$ cat config.mk
export PLATFORM = sky130hd
export DESIGN_NAME = ring_osc_trim_cal
export DESIGN_NICKNAME = d
export VERILOG_FILES = /design/src/rtl/ring_osc_trim_cal.sv
export SDC_FILE = /design/constraint.sdc
export NUM_CORES = 1
export LEC_CHECK = 0
export ABC_AREA = 0
export CORE_MARGIN = 2
export CORE_UTILIZATION = 25
export CTS_BUF_LIST = sky130_fd_sc_hd__clkbuf_16
export DETAILED_ROUTE_END_ITERATION = 8
export HOLD_SLACK_MARGIN = 0.1
export RECOVER_POWER = 50
export SYNTH_ARGS = -nofsm -noshare
export SYNTH_HDL_FRONTEND = slang
export SYNTH_SLANG_ARGS = --single-unit
$ cat constraint.sdc
create_clock -name clk -period 2.9 [get_ports clk]
set_clock_uncertainty 0.15 [all_clocks]
set_input_delay 0.435 -clock clk [delete_from_list [all_inputs] [get_ports clk]]
set_output_delay 0.435 -clock clk [all_outputs]
set_load 0.01 [all_outputs]
$ cat src/rtl/ring_osc_trim_cal.sv
// Ring-oscillator trim calibration: counts divided-oscillator edges over a
// reference window and steps a thermometer trim word until the count is in tolerance.
module ring_osc_trim_cal #(
    parameter int WINDOW   = 1024,
    parameter int SETTLE   = 16,
    parameter int MAX_ITER = 32
) (
    input  logic        clk,
    input  logic        reset,
    input  logic        start,
    input  logic        osc_div,
    input  logic [15:0] target,
    input  logic [7:0]  tol,
    output logic [25:0] trim,
    output logic [4:0]  level,
    output logic [15:0] count,
    output logic        busy,
    output logic        done,
    output logic        locked,
    output logic        error
);

    // state      | meaning
    // ST_IDLE    | waiting for start, results held
    // ST_SETTLE  | trim just changed, let the oscillator settle
    // ST_MEASURE | counting osc_div rising edges for WINDOW cycles
    // ST_COMPARE | check count against target +/- tol, adjust level
    // ST_FINISH  | one-cycle done pulse, back to idle

    typedef enum logic [2:0] {
        ST_IDLE,
        ST_SETTLE,
        ST_MEASURE,
        ST_COMPARE,
        ST_FINISH
    } state_t;

    localparam int TMAX = (WINDOW > SETTLE) ? WINDOW : SETTLE;
    localparam int TW   = $clog2(TMAX) + 1;
    localparam int IW   = $clog2(MAX_ITER + 1);

    state_t          state_q, state_d;
    logic [TW-1:0]   tmr_q;
    logic [IW-1:0]   iter_q;
    logic [15:0]     edge_q, edge_next;
    logic [2:0]      sync_q;
    logic            edge_det;

    logic [16:0]     lo_raw, hi_raw;
    logic [15:0]     lo, hi;
    logic            in_tol, too_fast, too_slow, iter_last;
    logic            step_up, step_down;

    assign edge_det  = sync_q[1] & ~sync_q[2];
    assign edge_next = (edge_det && edge_q != 16'hFFFF) ? edge_q + 16'd1 : edge_q;

    assign lo_raw    = {1'b0, target} - {9'd0, tol};
    assign hi_raw    = {1'b0, target} + {9'd0, tol};
    assign lo        = lo_raw[16] ? 16'd0 : lo_raw[15:0];
    assign hi        = hi_raw[16] ? 16'hFFFF : hi_raw[15:0];
    assign too_fast  = count > hi;
    assign too_slow  = count < lo;
    assign in_tol    = !too_fast && !too_slow;
    assign iter_last = (iter_q == IW'(MAX_ITER - 1));
    assign step_up   = !in_tol && !iter_last && too_fast && (level < 5'd26);
    assign step_down = !in_tol && !iter_last && too_slow && (level > 5'd0);

    always_ff @(posedge clk or posedge reset) begin
        if (reset) state_q <= ST_IDLE;
        else       state_q <= state_d;
    end

    always_comb begin
        state_d = state_q;
        case (state_q)
            ST_IDLE:    if (start) state_d = ST_SETTLE;
            ST_SETTLE:  if (tmr_q == '0) state_d = ST_MEASURE;
            ST_MEASURE: if (tmr_q == '0) state_d = ST_COMPARE;
            ST_COMPARE: state_d = (step_up || step_down) ? ST_SETTLE : ST_FINISH;
            ST_FINISH:  state_d = ST_IDLE;
            default:    state_d = ST_IDLE;
        endcase
    end

    always_comb begin
        busy = 1'b0;
        done = 1'b0;
        case (state_q)
            ST_SETTLE, ST_MEASURE, ST_COMPARE: busy = 1'b1;
            ST_FINISH:                         done = 1'b1;
            default:                           ;
        endcase
    end

    // Thermometer trim: primary bank fills first, then the secondary bank.
    always_comb begin
        trim = '0;
        for (int i = 0; i < 26; i++) trim[i] = (i < int'(level));
    end

    always_ff @(posedge clk or posedge reset) begin
        if (reset) sync_q <= 3'b000;
        else       sync_q <= {sync_q[1:0], osc_div};
    end

    always_ff @(posedge clk or posedge reset) begin
        if (reset) begin
            tmr_q  <= '0;
            iter_q <= '0;
            edge_q <= '0;
            level  <= '0;
            count  <= '0;
            locked <= 1'b0;
            error  <= 1'b0;
        end else begin
            case (state_q)
                ST_IDLE: begin
                    if (start) begin
                        locked <= 1'b0;
                        error  <= 1'b0;
                        iter_q <= '0;
                        tmr_q  <= TW'(SETTLE - 1);
                    end
                end
                ST_SETTLE: begin
                    if (tmr_q == '0) begin
                        tmr_q  <= TW'(WINDOW - 1);
                        edge_q <= '0;
                    end else begin
                        tmr_q <= tmr_q - TW'(1);
                    end
                end
                ST_MEASURE: begin
                    edge_q <= edge_next;
                    if (tmr_q == '0) count <= edge_next;
                    else             tmr_q <= tmr_q - TW'(1);
                end
                ST_COMPARE: begin
                    iter_q <= iter_q + IW'(1);
                    if (in_tol) begin
                        locked <= 1'b1;
                    end else if (step_up) begin
                        level <= level + 5'd1;
                        tmr_q <= TW'(SETTLE - 1);
                    end else if (step_down) begin
                        level <= level - 5'd1;
                        tmr_q <= TW'(SETTLE - 1);
                    end else begin
                        error <= 1'b1;
                    end
                end
                default: ;
            endcase
        end
    end

endmodule

==> flow_summary.json, run 1 <==
{
  "cts_buffers": 9,
  "dieArea_sq_um": 22400,
  "endpoint": "tmr_q[4]$_DFFE_PP0P_",
  "drc": 0,
  "worst_hold_slack_ns": 0.198,
  "max_freq_mhz": 245,
  "placed_cell_area_sq_um": 7160,
  "synth_area_per_cell_sq_um": 8.07,
  "synth_area_sq_um": 5290,
  "start_util_pct": 25.3,
  "grt_use_total_pct": 13.7,
  "wl_per_cell_um": 13.8,
  "syn_inst": 656,
  "irDropWorstVdd_uv": 263,
  "clockBufferDepth": 2,
  "r2r_start": "tmr_q[0]$_DFFE_PP0P_",
  "design_area_sq_um": 7970,
  "yosysTopAreaCell": "dfrtp_1",
  "drtIter0Drc": 276,
  "post-synth-top-count-cell": "nor2_1",
  "yosysTopAreaCellShare_pct": 29.3,
  "io_buffers": 78,
  "clkTransAtPathRegs_ns": 0.05,
  "htreeDepth": 3,
  "violations": "capacitance limit, slew limit, setup timing",
  "hold_viol": 0,
  "dp_cells": 1068,
  "reg2reg_slack_ns": 0.10,
  "startpoint_type": "input port",
  "die_w_um": 150,
  "drv_slew": 63,
  "cts_tree": "yes",
  "cp-end-kind": "flip-flop",
  "syn_nets": 739,
  "leakagePower_nw": 3.59,
  "core.rowCount": 53,
  "first_pass_iters": 4,
  "finalCritPeriodShare_pct": 141,
  "diodes": 0,
  "gp_congestion": 0.820,
  "startpoint": "tol[1]",
  "via_count": 5201,
  "crit_type": "in2reg",
  "ys_types": 67,
  "min_period_ns": 4.09,
  "grt_pass1_vias": 5034,
  "required_ns": 2.97,
  "worstPathArrival_ns": 4.16,
  "cts.sinks": 62,
  "rr_worst_depth": 11,
  "grt_pass1_wl_mm": 25.0,
  "crit_fanout": 8,
  "place_ws_ns": -2.11,
  "power_mw": 3.69,
  "drt_wl_total_mm": 15.3,
  "post-dp-hpwl_mm": 11.5,
  "ant_nets": 0,
  "async_flop_share_pct": 100,
  "ys_ff_latch": 62,
  "hold_class": "reg2reg",
  "stdcell_count": 1107,
  "grt_max_degree": 63,
  "setup_ws_ns": -1.19,
  "area_delta_synth_final_pct": 50.5,
  "tns_ns": -20.79,
  "hold_depth": 0,
  "status": "complete, but fails checks",
  "synth-warning-count": 0,
  "worst_pin_slew_ns": 1.59,
  "viasPerCell": 4.70,
  "timing.rr.end": "tmr_q[2]$_DFFE_PP0P_",
  "layout-drive-gt1-share_pct": 28.0,
  "maxSlewHeadroom_pct": -5.91,
  "overflow": 0,
  "rsz0062_at_grt": "true",
  "synth_common_cells": "nor2_1, nand2_1, dfrtp_1",
  "ys.flop_type": "dfrtp_1",
  "p_per_area_nw_per_um2": 463,
  "nets": 910,
  "finalSetupViolCount": 20,
  "grt_antenna_before_repair": 0,
  "die_h_um": 150,
  "final_util_pct": 38.1,
  "ys_seq_area_share_pct": 29.3,
  "cts-root-buf": "clkbuf_16",
  "postCtsHoldBufs": 0,
  "io_pins": 79,
  "synth_area_leaders": "dfrtp_1, ha_1, nor2_1, a21oi_1, nand2_1",
  "coreArea_sq_um": 20900,
  "clock_latency_ns": 0.33,
  "synth-edff-count": 0,
  "maxCapViolations": 1
}
==> final cells by class <==
class                      count  area (sq um)
sequential                    62          1550
timing repair buffer         188          1680
tap                          275           344
fill                        2127         12900
clock buffer                   9           225
multi-input combinational    535          3980
clock inverter                 7          65.1
inverter                      31           124
==> worst min path at each step <==
stage | start | endpoint | slack (ns)
6_report | sync_q[0]$_DFF_PP0_ | sync_q[1]$_DFF_PP0_ | 0.20
5_1_grt | sync_q[0]$_DFF_PP0_ | sync_q[1]$_DFF_PP0_ | 0.20
4_1_cts | sync_q[0]$_DFF_PP0_ | sync_q[1]$_DFF_PP0_ | 0.20
3_5_place_dp | sync_q[0]$_DFF_PP0_ | sync_q[1]$_DFF_PP0_ | 0.19
3_3_place_gp | sync_q[0]$_DFF_PP0_ | sync_q[1]$_DFF_PP0_ | 0.19
2_1_floorplan | sync_q[0]$_DFF_PP0_ | sync_q[1]$_DFF_PP0_ | 0.18
==> critical path: stages <==
cell,delay (ns)
buf_8,0.10
inv_6,0.04
ha_4,0.19
nor2b_4,0.12
o21ai_2,0.15
a21boi_2,0.09
o21ai_2,0.18
a21boi_2,0.09
buf_4,0.13
o21a_1,0.17
o21ai_1,0.13
or3b_4,0.40
ha_4,0.22
buf_4,0.13
nand2_1,0.07
o22ai_2,0.09
o211ai_1,0.26
o311ai_4,0.17
o211a_1,0.28
nor4_4,0.21
buf_4,0.18
buf_12,0.13
nand2_2,0.04
a21o_1,0.14
==> power breakdown <==
group          switching [mW]  internal (mW)
Clock                   0.389          0.658
Sequential              0.191           1.00
Combinational           0.705          0.745
Total                    1.29           2.41
==> registers in the layout, indices dropped and copies added, names as in the netlist <==
name and flops:
sync_q 3, state_q 3, error 1, locked 1
count 16, tmr_q 11, level 5, iter_q 6
edge_q 16
==> cell families after synthesis <==
group,Yosys count,synth area share [%]
simple gates,263,24.5
fa+ha+maj,55,13.3
mux,18,3.47
xor+xnor,27,4.47
buf+inv,59,4.70
compound gates,172,20.3
flops,62,29.3
==> routing by layer <==
layer  vias up  track usage (%)  part of all wire [%]
li1       2666                -                     -
met1      2440             18.2                    47
met2        75             23.4                    49
met3        20             1.55                   2.5
met4         0             4.00                   1.9
met5         -                0                     0
==> repair_timing <==
item                                   4_1_cts  5_1_grt
gates cloned                                 1        0
endpoints found under the hold margin        0        0
pin swaps                                   54       32
setup endpoints to repair                   20       21
gates resized for setup                    109       20
buffers inserted                            15       11
==> cells in the final DEF (no fill, tap or decap), types with 5 or more instances in the layout <==
cell | synthesis | final
a21oi_2 | 0 | 11
inv_2 | 2 | 8
o21ai_1 | 2 | 7
a21o_1 | 8 | 8
and3_1 | 7 | 5
o21bai_1 | 8 | 6
or2_2 | 6 | 6
nand4_1 | 12 | 12
mux2i_1 | 15 | 14
xor2_1 | 11 | 11
a21oi_1 | 54 | 42
o21a_1 | 8 | 7
dfrtp_1 | 62 | 62
ha_4 | 0 | 13
buf_6 | 2 | 12
ha_1 | 53 | 39
nand2b_1 | 17 | 16
nor3_1 | 18 | 15
o31ai_1 | 7 | 7
dlygate4sd2_1 | 0 | 7
inv_1 | 29 | 20
xnor2_1 | 16 | 15
a31oi_1 | 9 | 8
buf_4 | 1 | 96
o21ai_0 | 44 | 34
nand2_1 | 69 | 65
nand3_1 | 14 | 11
a21boi_0 | 7 | 5
clkbuf_16 | 0 | 10
nor2_1 | 85 | 82
clkdlybuf4s50_1 | 0 | 60
(Power assumes the default switching activity.)
==> run 2: changes to the inputs <==
- SKIP_LAST_GASP: default -> 1
==> run 2 against run 1 <==
Compared with the run above: the run still ends with capacitance limit, slew limit, setup timing left; wire length up 0.22%; die area unchanged; sequential share of layout area about the same.
==> flow_summary.json, run 2 (synthesized netlist as in run 1, its figures left out) <==
{
  "maxSlewHeadroom_pct": -4.86,
  "clockBufferDepth": 2,
  "htreeDepth": 3,
  "layout_commonest_cell": "buf_4",
  "crit_fanout": 8,
  "wl_met2_mm": 7.44,
  "dieArea_sq_um": 22400,
  "grt_antenna_before_repair": 0,
  "io_buffers": 78,
  "area_delta_synth_final_pct": 50.5,
  "wl_met1_mm": 7.28,
  "finalSetupViolCount": 20,
  "via_count": 5167,
  "crit_type": "in2reg",
  "cts_buffers": 9,
  "min_period_ns": 4.13,
  "routed.top_layer": "met4",
  "gp_congestion": 0.820,
  "hold_class": "reg2reg",
  "intPower_mw": 2.41,
  "final_cell_mix": "buf_4, nor2_1, nand2_1",
  "drc": 0,
  "ant_nets": 0,
  "maxCapViolations": 1,
  "reg2reg_slack_ns": 0.09,
  "first_pass_iters": 4,
  "worst_pin_slew_ns": 1.57,
  "p_comb_share_pct": 39.3,
  "overflow": 0,
  "worst_hold_slack_ns": 0.198,
  "drt_wl_total_mm": 15.3,
  "rsz0062_at_grt": "true",
  "grt_pass1_wl_mm": 25.0,
  "drtIter0Drc": 324,
  "diodes": 0,
  "power_frac_clock_pct": 28.4,
  "finalCritPeriodShare_pct": 142,
  "final_util_pct": 38.1,
  "die_h_um": 150,
  "met3_length_um": 331,
  "hold_viol": 0,
  "io_pins": 79,
  "setup_ws_ns": -1.23,
  "wl_per_cell_um": 13.9,
  "cts.sinks": 62,
  "layout-drive-gt1-share_pct": 27.9,
  "grt_max_degree": 63,
  "leakagePower_nw": 3.61,
  "max_freq_mhz": 242,
  "top_regs": "count x16, edge_q x16, tmr_q x11",
  "core.rowCount": 53,
  "die_w_um": 150,
  "clkTransAtPathRegs_ns": 0.05,
  "nets": 906,
  "post-dp-hpwl_mm": 11.5,
  "cp-end-kind": "flip-flop",
  "irDropWorstVdd_uv": 260,
  "startpoint_type": "input port",
  "start_util_pct": 25.3,
  "p_per_area_nw_per_um2": 463,
  "drv_slew": 63,
  "cts_tree": "yes",
  "clock_latency_ns": 0.33,
  "cts-root-buf": "clkbuf_16",
  "violations": "capacitance limit, slew limit, setup timing",
  "p_sw_mw": 1.29,
  "grt_pass1_vias": 5025,
  "worstPathArrival_ns": 4.19,
  "grt_use_total_pct": 13.7,
  "coreArea_sq_um": 20900,
  "p_sw_share_pct": 34.8,
  "p_seq_share_pct": 32.4,
  "required_ns": 2.96,
  "status": "complete, but fails checks",
  "viasPerCell": 4.68
}
## run 2: what timing repair did
item,CTS,global route
cloned,1,0
setup endpoints to repair,20,21
pin swaps,53,35
setup buffers,15,7
gates resized for setup,102,29
hold buffers,0,0
## run 2: layer usage
layer  track usage (%)  vias to the layer above
met5                 0                        -
met3              1.55                       19
met4              3.67                        0
met1              18.2                     2430
li1                  -                     2655
met2              23.5                       63
## run 2: layout make-up
cell class | count | area [sq um]
inverter | 31 | 124
clock buffer | 9 | 225
tap | 275 | 344
clock inverter | 7 | 65.1
timing repair buffer | 184 | 1640
multi-input combinational | 535 | 4020
fill | 2129 | 12900
sequential | 62 | 1550
## run 2: worst max-delay path: stages
cell and delay (ns):
buf_8 0.09, inv_6 0.03, ha_4 0.22, nor2b_4 0.12, o21ai_2 0.14, a21boi_2 0.09, o21ai_2 0.18, a21boi_2 0.08
buf_4 0.14, o21a_1 0.17, o21ai_1 0.13, or3b_4 0.40, ha_4 0.22, a211oi_2 0.18, o21ai_1 0.12, o211ai_1 0.27
o311ai_4 0.18, o211a_1 0.28, nor4_4 0.31, buf_4 0.19, clkbuf_16 0.14, a31oi_1 0.08
## run 2: worst paths after layout
kind                                 startpoint                    end  cells past startpoint
setup / recovery                         tol[1]   tmr_q[8]$_DFFE_PP0P_                     22
max in group asynchronous                 reset  iter_q[0]$_DFFE_PP0P_                      3
hold reg to reg             sync_q[0]$_DFF_PP0_    sync_q[1]$_DFF_PP0_                      0
min in group asynchronous                 reset    sync_q[0]$_DFF_PP0_                      3
hold / removal              sync_q[0]$_DFF_PP0_    sync_q[1]$_DFF_PP0_                      0
setup reg to reg           tmr_q[0]$_DFFE_PP0P_   tmr_q[0]$_DFFE_PP0P_                     10
## run 2: power groups by stage
stage / combinational, mW / sequential, mW / clock (mW)
detailed placement: 1.34 / 1.20 / 0
global route: 1.61 / 1.22 / 1.11
finish: 1.45 / 1.19 / 1.05
global placement: 1.32 / 1.20 / 0
floorplan: 0.795 / 1.15 / 0
CTS: 1.42 / 1.19 / 1.07
## run 2: stage by stage
stage / setup slack (ns) / instance area, sq um / power, mW / TNS, ns / cells
final: -1.23 / 7970 / 3.69 / -21.57 / 1103
after global routing: -1.43 / 7970 / 3.94 / -25.29 / 1103
after CTS: -1.23 / 7810 / 3.68 / -21.64 / 1096
after detailed placement: -2.11 / 7160 / 2.54 / -38.76 / 1068
after global placement: -2.01 / 7160 / 2.52 / -37.35 / 1068
after floorplan: -1.15 / 5490 / 1.94 / -18.86 / 656
==> run 3: changes to the inputs <==
- RECOVER_POWER: 50 -> default
==> run 3 against run 2 <==
Compared with the run above: the run ends with setup timing left; register-to-register slack barely moved; via count barely moved; worst setup slack improved by 0.0080 ns; critical path depth did not move; sequential power barely moved; die area did not move; clock power barely moved; maximum frequency rose by 0.19%; largest cell class unchanged; largest power group unchanged.
==> flow_summary.json, run 3 (synthesized netlist as in run 1, its figures left out) <==
{
  "start_util_pct": 25.3,
  "startpoint_type": "input port",
  "violations": "setup timing",
  "worst_pin_slew_ns": 0.568,
  "clkTransAtPathRegs_ns": 0.06,
  "r2r_start": "tmr_q[0]$_DFFE_PP0P_",
  "area_delta_synth_final_pct": 50.9,
  "final_util_pct": 38.2,
  "max_freq_mhz": 243,
  "post-dp-hpwl_mm": 11.5,
  "dieArea_sq_um": 22400,
  "cp_slowest_cell": "or3b_4",
  "grt.busiest_layer": "met2",
  "critPathMaxStageDelay_ns": 0.40,
  "first_pass_iters": 5,
  "cts-root-buf": "clkbuf_16",
  "timing.rr.end": "tmr_q[0]$_DFFE_PP0P_",
  "stdcell_count": 1103,
  "endpoint": "tmr_q[8]$_DFFE_PP0P_",
  "startpoint": "tol[1]",
  "io_pins": 79,
  "cts_tree": "yes",
  "clock_latency_ns": 0.33,
  "coreArea_sq_um": 20900,
  "grt_antenna_before_repair": 0,
  "drv_slew": 0,
  "grt_pass1_vias": 5025,
  "rsz0062_at_grt": "true",
  "drt_wl_total_mm": 15.3,
  "grt_use_total_pct": 13.7,
  "met2_usage_pct": 23.5,
  "use_met3_pct": 1.55,
  "via_count": 5171,
  "required_ns": 2.96,
  "viasPerCell": 4.69,
  "top_regs": "count x16, edge_q x16, tmr_q x11",
  "worstPathArrival_ns": 4.18,
  "leakagePower_nw": 3.60,
  "overflow": 0,
  "ant_nets": 0,
  "clockBufferDepth": 2,
  "layout_commonest_cell": "buf_4",
  "cts_buffers": 9,
  "maxCapViolations": 0,
  "irDropWorstVdd_uv": 261,
  "grt_use_met1_pct": 18.2,
  "layout-drive-gt1-share_pct": 28.3,
  "cts.sinks": 62,
  "fill_cells": 2126,
  "hold_depth": 0,
  "setup_ws_ns": -1.22,
  "finalSetupViolCount": 20,
  "rr_worst_depth": 10,
  "core.rowCount": 53,
  "dp_cells": 1068,
  "die_h_um": 150,
  "p_per_area_nw_per_um2": 463,
  "wl_per_cell_um": 13.9,
  "min_period_ns": 4.12,
  "nets": 906,
  "hold_class": "reg2reg",
  "htreeDepth": 3,
  "io_buffers": 78,
  "reg2reg_slack_ns": 0.09,
  "crit_fanout": 8,
  "crit_type": "in2reg",
  "gp_congestion": 0.820,
  "path_cells": "buf_8 -> inv_6 -> ha_4 -> nor2b_4 -> o21ai_2 -> a21boi_2 -> o21ai_2 -> a21boi_2 -> buf_4 -> o21a_1 -> o21ai_1 -> or3b_4 -> ha_4 -> a211oi_2 -> o21ai_1 -> o211ai_1 -> o311ai_4 -> o211a_1 -> nor4_4 -> buf_4 -> clkbuf_16 -> a31oi_1",
  "grt_max_degree": 63,
  "maxSlewHeadroom_pct": 62.0,
  "finalCritPeriodShare_pct": 142,
  "die_w_um": 150,
  "cp-end-kind": "flip-flop",
  "grt_pass1_wl_mm": 25.0,
  "diodes": 0,
  "drtIter0Drc": 280,
  "drc": 0,
  "hold_viol": 0,
  "final_cell_mix": "buf_4, nor2_1, nand2_1",
  "status": "complete, but fails checks"
}
==> run 3: stage by stage <==
stage / TNS (ns) / hold WS (ns) / power [mW] / setup WS, ns / area (sq um)
after floorplan: -18.86 / 0.181 / 1.94 / -1.15 / 5490
final: -21.49 / 0.198 / 3.70 / -1.22 / 7990
after global routing: -25.28 / 0.204 / 3.95 / -1.43 / 7990
after global placement: -37.35 / 0.188 / 2.52 / -2.01 / 7160
after detailed placement: -38.76 / 0.190 / 2.54 / -2.11 / 7160
after CTS: -21.64 / 0.202 / 3.68 / -1.23 / 7810
==> run 3: how the worst min path moves through the flow <==
stage,startpoint,endpoint,slack [ns]
2_1_floorplan,sync_q[0]$_DFF_PP0_,sync_q[1]$_DFF_PP0_,0.18
3_3_place_gp,sync_q[0]$_DFF_PP0_,sync_q[1]$_DFF_PP0_,0.19
3_5_place_dp,sync_q[0]$_DFF_PP0_,sync_q[1]$_DFF_PP0_,0.19
4_1_cts,sync_q[0]$_DFF_PP0_,sync_q[1]$_DFF_PP0_,0.20
5_1_grt,sync_q[0]$_DFF_PP0_,sync_q[1]$_DFF_PP0_,0.20
6_report,sync_q[0]$_DFF_PP0_,sync_q[1]$_DFF_PP0_,0.20
==> run 3: worst max-delay path: cells and delay by family <==
kind                       cells  cell delay [ns]
adders and majority gates      2             0.44
buffers and inverters          5             0.58
AOI/OAI and AO/OA             12             1.89
and+or+nand+nor                3             0.83
==> run 3: repair_timing <==
item | CTS | global route
hold buffers | 0 | 0
resized for setup | 102 | 29
gates cloned | 1 | 0
endpoints found under the setup margin | 20 | 21
pin swaps | 53 | 35
buffers inserted | 15 | 7
==> run 3: where the power goes <==
part	internal, mW	total, mW	switching [mW]
Clock	0.658	1.05	0.389
Combinational	0.748	1.45	0.706
Sequential	1.00	1.20	0.192
==> run 3: layout make-up <==
cell class | count | area, sq um | share of cell area, %
inverter | 31 | 124 | 1.55
timing repair buffer | 184 | 1660 | 20.7
multi-input combinational | 535 | 4020 | 50.3
clock inverter | 7 | 65.1 | 0.815
clock buffer | 9 | 225 | 2.82
tap | 275 | 344 | 4.31
sequential | 62 | 1550 | 19.4
==> run 3: metal layers <==
metal	share of wire (%)	wire [um]
met2	48	7420
met3	2.4	373
met1	48	7290
met4	1.7	259
met5	0	0
